$ cat config.mk
export PLATFORM = sky130hd
export DESIGN_NAME = mem_stage
export DESIGN_NICKNAME = d
export VERILOG_FILES = /design/src/rtl/mem_stage_pkg.sv /design/src/rtl/mem_stage_load_align.sv /design/src/rtl/mem_stage.sv
export SDC_FILE = /design/constraint.sdc
export NUM_CORES = 1
export LEC_CHECK = 0
export ABC_AREA = 1
export ABC_CLOCK_PERIOD_IN_PS = 3400
export BUFFER_PORTS_ARGS = -buffer_cell sky130_fd_sc_hd__buf_4
export CAP_MARGIN = 20
export CORE_MARGIN = 5
export CORE_UTILIZATION = 54
export CTS_CLUSTER_DIAMETER = 100
export CTS_CLUSTER_SIZE = 25
export DETAILED_ROUTE_END_ITERATION = 7
export PLACE_DENSITY = 0.89
export SYNTH_ARGS = -nofsm -noshare
export SYNTH_HDL_FRONTEND = slang
export SYNTH_SLANG_ARGS = --single-unit
$ cat constraint.sdc
create_clock -name clk -period 3.4 [get_ports clk]
set_input_delay 0.34 -clock clk [delete_from_list [all_inputs] [get_ports clk]]
set_output_delay 0.34 -clock clk [all_outputs]
set_load 0.01 [all_outputs]
$ cat src/rtl/mem_stage_pkg.sv
// mem_stage_pkg: bus layouts, widths and load-op encodings shared by the memory stage.
package mem_stage_pkg;
    typedef enum logic [2:0] {
        MEM_LDW  = 3'd0,
        MEM_LDB  = 3'd1,
        MEM_LDH  = 3'd2,
        MEM_LDBU = 3'd3,
        MEM_LDHU = 3'd4
    } mem_op_e;

    typedef struct packed {
        logic [2:0]  mem_op;
        logic        res_from_mem;
        logic        gr_we;
        logic [4:0]  dest;
        logic [31:0] alu_result;
        logic [31:0] pc;
    } es_to_ms_t;

    typedef struct packed {
        logic        gr_we;
        logic [4:0]  dest;
        logic [31:0] final_result;
        logic [31:0] pc;
    } ms_to_ws_t;

    typedef struct packed {
        logic        fwd_we;
        logic        fwd_is_load;
        logic [4:0]  fwd_dest;
        logic [31:0] fwd_data;
    } ms_fwd_t;

    localparam int ES_TO_MS_BUS_WD = $bits(es_to_ms_t);
    localparam int MS_TO_WS_BUS_WD = $bits(ms_to_ws_t);
    localparam int MS_FWD_BUS_WD   = $bits(ms_fwd_t);
endpackage

$ cat src/rtl/mem_stage_load_align.sv
// load_align: selects and sign/zero-extends the addressed byte or halfword of a loaded word.
module load_align
    import mem_stage_pkg::*;
(
    input  logic [2:0]  mem_op,
    input  logic [1:0]  addr_lo,
    input  logic [31:0] word,
    output logic [31:0] data
);
    logic [7:0]  b;
    logic [15:0] h;

    assign b = addr_lo[1] ? (addr_lo[0] ? word[31:24] : word[23:16])
                          : (addr_lo[0] ? word[15:8]  : word[7:0]);
    // Halfword selection ignores addr_lo[0]; there is no misalignment trap here.
    assign h = addr_lo[1] ? word[31:16] : word[15:0];

    always_comb begin
        data = mem_op == MEM_LDB  ? {{24{b[7]}}, b}  :
               mem_op == MEM_LDH  ? {{16{h[15]}}, h} :
               mem_op == MEM_LDBU ? {24'b0, b}       :
               mem_op == MEM_LDHU ? {16'b0, h}       : word;
    end
endmodule

$ cat src/rtl/mem_stage.sv
// mem_stage: pipeline memory stage; captures one-cycle-latency SRAM read data, holds it across
// stalls, aligns loads and forwards the result to write-back and decode.
module mem_stage
    import mem_stage_pkg::*;
(
    input  logic                       clk,
    input  logic                       resetn,
    input  logic                       ws_allowin,
    output logic                       ms_allowin,
    input  logic                       es_to_ms_valid,
    input  logic [ES_TO_MS_BUS_WD-1:0] es_to_ms_bus,
    output logic                       ms_to_ws_valid,
    output logic [MS_TO_WS_BUS_WD-1:0] ms_to_ws_bus,
    output logic [MS_FWD_BUS_WD-1:0]   ms_fwd_bus,
    input  logic [31:0]                data_sram_rdata
);
    es_to_ms_t   ms_r;
    ms_to_ws_t   ws;
    ms_fwd_t     fwd;
    logic        ms_valid;
    logic        rdata_first;
    logic [31:0] rdata_buf;
    logic [31:0] mem_word;
    logic [31:0] load_data;
    logic [31:0] final_result;

    // SRAM latency is fixed, so the stage is always ready to go.
    assign ms_allowin     = !ms_valid || ws_allowin;
    assign ms_to_ws_valid = ms_valid;

    always_ff @(posedge clk or negedge resetn) begin
        if (!resetn) begin
            ms_valid    <= 1'b0;
            ms_r        <= '0;
            rdata_first <= 1'b0;
            rdata_buf   <= '0;
        end else begin
            if (ms_allowin) ms_valid <= es_to_ms_valid;
            if (es_to_ms_valid && ms_allowin) ms_r <= es_to_ms_bus;
            rdata_first <= es_to_ms_valid && ms_allowin;
            if (rdata_first) rdata_buf <= data_sram_rdata;
        end
    end

    // The live SRAM output is only trustworthy in the first cycle after the request.
    assign mem_word = rdata_first ? data_sram_rdata : rdata_buf;

    load_align u_align (
        .mem_op  (ms_r.mem_op),
        .addr_lo (ms_r.alu_result[1:0]),
        .word    (mem_word),
        .data    (load_data)
    );

    assign final_result = ms_r.res_from_mem ? load_data : ms_r.alu_result;

    assign ws = '{gr_we: ms_r.gr_we, dest: ms_r.dest, final_result: final_result, pc: ms_r.pc};
    assign fwd = '{fwd_we:      ms_valid && ms_r.gr_we && (ms_r.dest != 5'd0),
                   fwd_is_load: ms_valid && ms_r.res_from_mem,
                   fwd_dest:    ms_r.dest,
                   fwd_data:    final_result};

    assign ms_to_ws_bus = ws;
    assign ms_fwd_bus   = fwd;
endmodule

==> run metrics <==
status=completed; CP peak stage delay=0.40 ns; Max-slew headroom=0.527; Stages on worst setup path=10; LEAKAGE=4.56 nW; worst path cell trace=inv_2 > nand2_1 > nand3_2 > nand3_1 > nand2_2 > nand2_4 > nand2_1 > nand2_1 > nand2_1 > buf_4; final net count=between 1000 and 1500; crit path capture=ms_fwd_bus[23]; Starting Density=0.557; dpl cells=about 1100; Hold Crit Class=input pin to async pin; CTS Root Buffer Type=clkbuf_16; clk sink count=about 110; max-slew violation count=0; via count of the first global-routing pass=5693; R2R Setup Slk=roughly 1.6 ns; Required @ worst endpoint=just over 3 ns; final-report hold violation count=0; Antenna Cells=0; worst r2r src=ms_to_ws_valid; syn nets=just under 1000; Worst R2R Path Depth=6; Residual DRC=0; largest net degree at the start of global routing=70; post-route ant nets=0; IO Pins=~220; global-route wire length before repair=between 20000 and 30000 um; critical path's most frequent cell=nand2_1; chip width=between 100 and 150 um; Finished Cell Area=about 7500 sq um; Pint=2.71 mW; unrepaired setup endpoints after global routing=no; Layout Area Growth over Synthesis=23.2%; #FFs+latches synth=~110; Die Ht=116 um; Slew @ Worst Pin=approximately 0.71 ns; RD Place Congestion=about 0.93; Detailed Place HPWL=12800 um; sequential power share=0.373; MaxCap Viol Count=0; Final Core Density=0.686; FMAX=374 MHz; gr usage total=0.260; Post-synth ARST share=1.00; number of synthesized flops with an enable pin=0; Primary FF master, synth=dfrtp_1; Setup crit start kind=flop; Crit path arrival time=2.34 ns; Routed WL=between 15000 and 20000 um; initial antenna violation count=0; Area after DPL=roughly 7200 sq um; DR vias=5772; CTS tree=done; hold buffer count at CTS=0; Final Cycle Share=0.787; DR pass1 iterations=5; post-CTS sizing=0; Seq/Total Area, Yosys=0.442; synthesized area per cell=roughly 7.0 sq um; # port buffers=220; top-area cell type share of the netlist area=0.442; Final WS setup=a little over 0.7 ns; dpl ws=~1.1 ns; yosys warns=0; row cnt=38; Yosys top cell by area=dfrtp_1; setup_tns=0 ns; Hold WS=roughly 0.0096 ns; core area=11000 sq um; clock share of power=0.258; VDD IR-drop max=roughly 0.00036 V; Via density=5.02; Gate power share=0.370; total gr overflow=0; fin cells=between 1000 and 1500; most frequent cells after synthesis=nand2_1 (545), dfrtp_1 (108), buf_4 (81), nand3_1 (57), clkbuf_1 (22); crit path max fanout=32; crit end category=primary output; DR iter-0 viols=315; Crit Path Category=flop to primary output; Top Family by Delay on Critical Path=simple AND/OR/NAND/NOR gates; synth top area cells=dfrtp_1 (44%), nand2_1 (33%), buf_4 (9.9%); CTS clk-pin slew, worst paths=0.07 ns; top-count cell post-synth=nand2_1; Worst R2R End=ms_to_ws_bus[14]; Sw Share=0.352; critical path startpoint=rdata_first; NetSw=between 1 and 1.5 mW; pwr dens=554 nW/um^2; distinct cell type count after synthesis=20; Skew-Pair Late Insertion Delay=between 0.3 and 0.4 ns; H-Tree Level Count=3; Final Critical Period=2.68 ns; setup bufs post-CTS=0; worst path bufs/invs=2; clock buffer count from CTS=9; overall power=4.18 mW; Synth Instances=880; final setup fails=0; Bufs on Longest Clock Path=2; mapped cell area=~6000 sq um; Worst path slowest cell=inv_2; worst clock skew=between 0.008 and 0.009 ns; routed len/inst=roughly 15 um; Die ar.=roughly 14000 sq um; share of cells above drive strength 1=0.259
==> worst register-to-register path: stages (launching register included) <==
cell     delay [ns]
dfrtp_1        0.43
nand2_1        0.15
nand2_2        0.08
inv_2          0.19
buf_4          0.59
nand2_1        0.24
nand2_1        0.10
==> logic make-up (layout without fill, tap and decap cells) <==
logic type / after synthesis / count (layout) / synth area share
DFF: 108 / 108 / 0.442
buffers and inverters: 143 / 272 / 0.147
and+or+nand+nor: 621 / 621 / 0.404
AOI/OAI and AO/OA: 8 / 8 / 0.00655
==> state kept, by name, summed over array words and instances (netlist names) <==
register and count:
ms_r 36, ms_to_ws_bus 33, rdata_buf 32, ms_fwd_bus 5, ms_to_ws_valid 1, rdata_first 1
==> layout make-up <==
class / count / area, sq um
fillers: 952 / 3450
repair buffers: 229 / 1730
clock inverters: 6 / 70.1
inverters: 27 / 101
multi-input cells: 629 / 2520
flip-flops and latches: 108 / 2700
clock buffers: 10 / 239
well taps: 140 / 175
==> layer usage <==
| layer | part of all wire | global-route usage | up-vias | wire, um |
|---|---|---|---|---|
| li1 | - | - | 2836 | - |
| met1 | 0.40 | 0.344 | 2626 | 6910 |
| met2 | 0.48 | 0.416 | 267 | 8400 |
| met3 | 0.095 | 0.0591 | 43 | 1660 |
| met4 | 0.029 | 0.104 | 0 | 508 |
| met5 | 0 | 0 | - | 0 |
==> worst min path at each step <==
stage               startpoint        endpoint  slack (ns)  cells after the start
floorplan               resetn  ms_fwd_bus[32]        0.04                      0
finish                  resetn  ms_fwd_bus[34]        0.01                      1
CTS                     resetn  ms_fwd_bus[34]        0.04                      1
global route            resetn  ms_fwd_bus[34]        0.07                      1
global placement        resetn  ms_fwd_bus[34]        0.40                      1
detailed placement      resetn  ms_fwd_bus[34]        0.41                      1
==> power by group through the flow <==
stage	clock [mW]	sequential (mW)	combinational, mW
after global placement	0	1.57	1.52
after floorplan	0	1.55	1.06
after CTS	1.09	1.56	1.55
final	1.08	1.56	1.54
after global routing	1.14	1.58	1.71
after detailed placement	0	1.57	1.55
==> cell usage in the layout (no fill, tap or decap), types with 2 or more instances in the layout <==
master and count:
nand2_1 544, buf_4 228, dfrtp_1 108, nand3_1 57
inv_1 21, clkbuf_16 9, nor2_1 8, o21ai_0 6
inv_2 5, nand3_2 3, nor2_4 2, nand2_2 2
nand2_4 2, a21oi_1 2, inv_6 2, clkinv_4 2
Power figures use the tool's default switching activity.
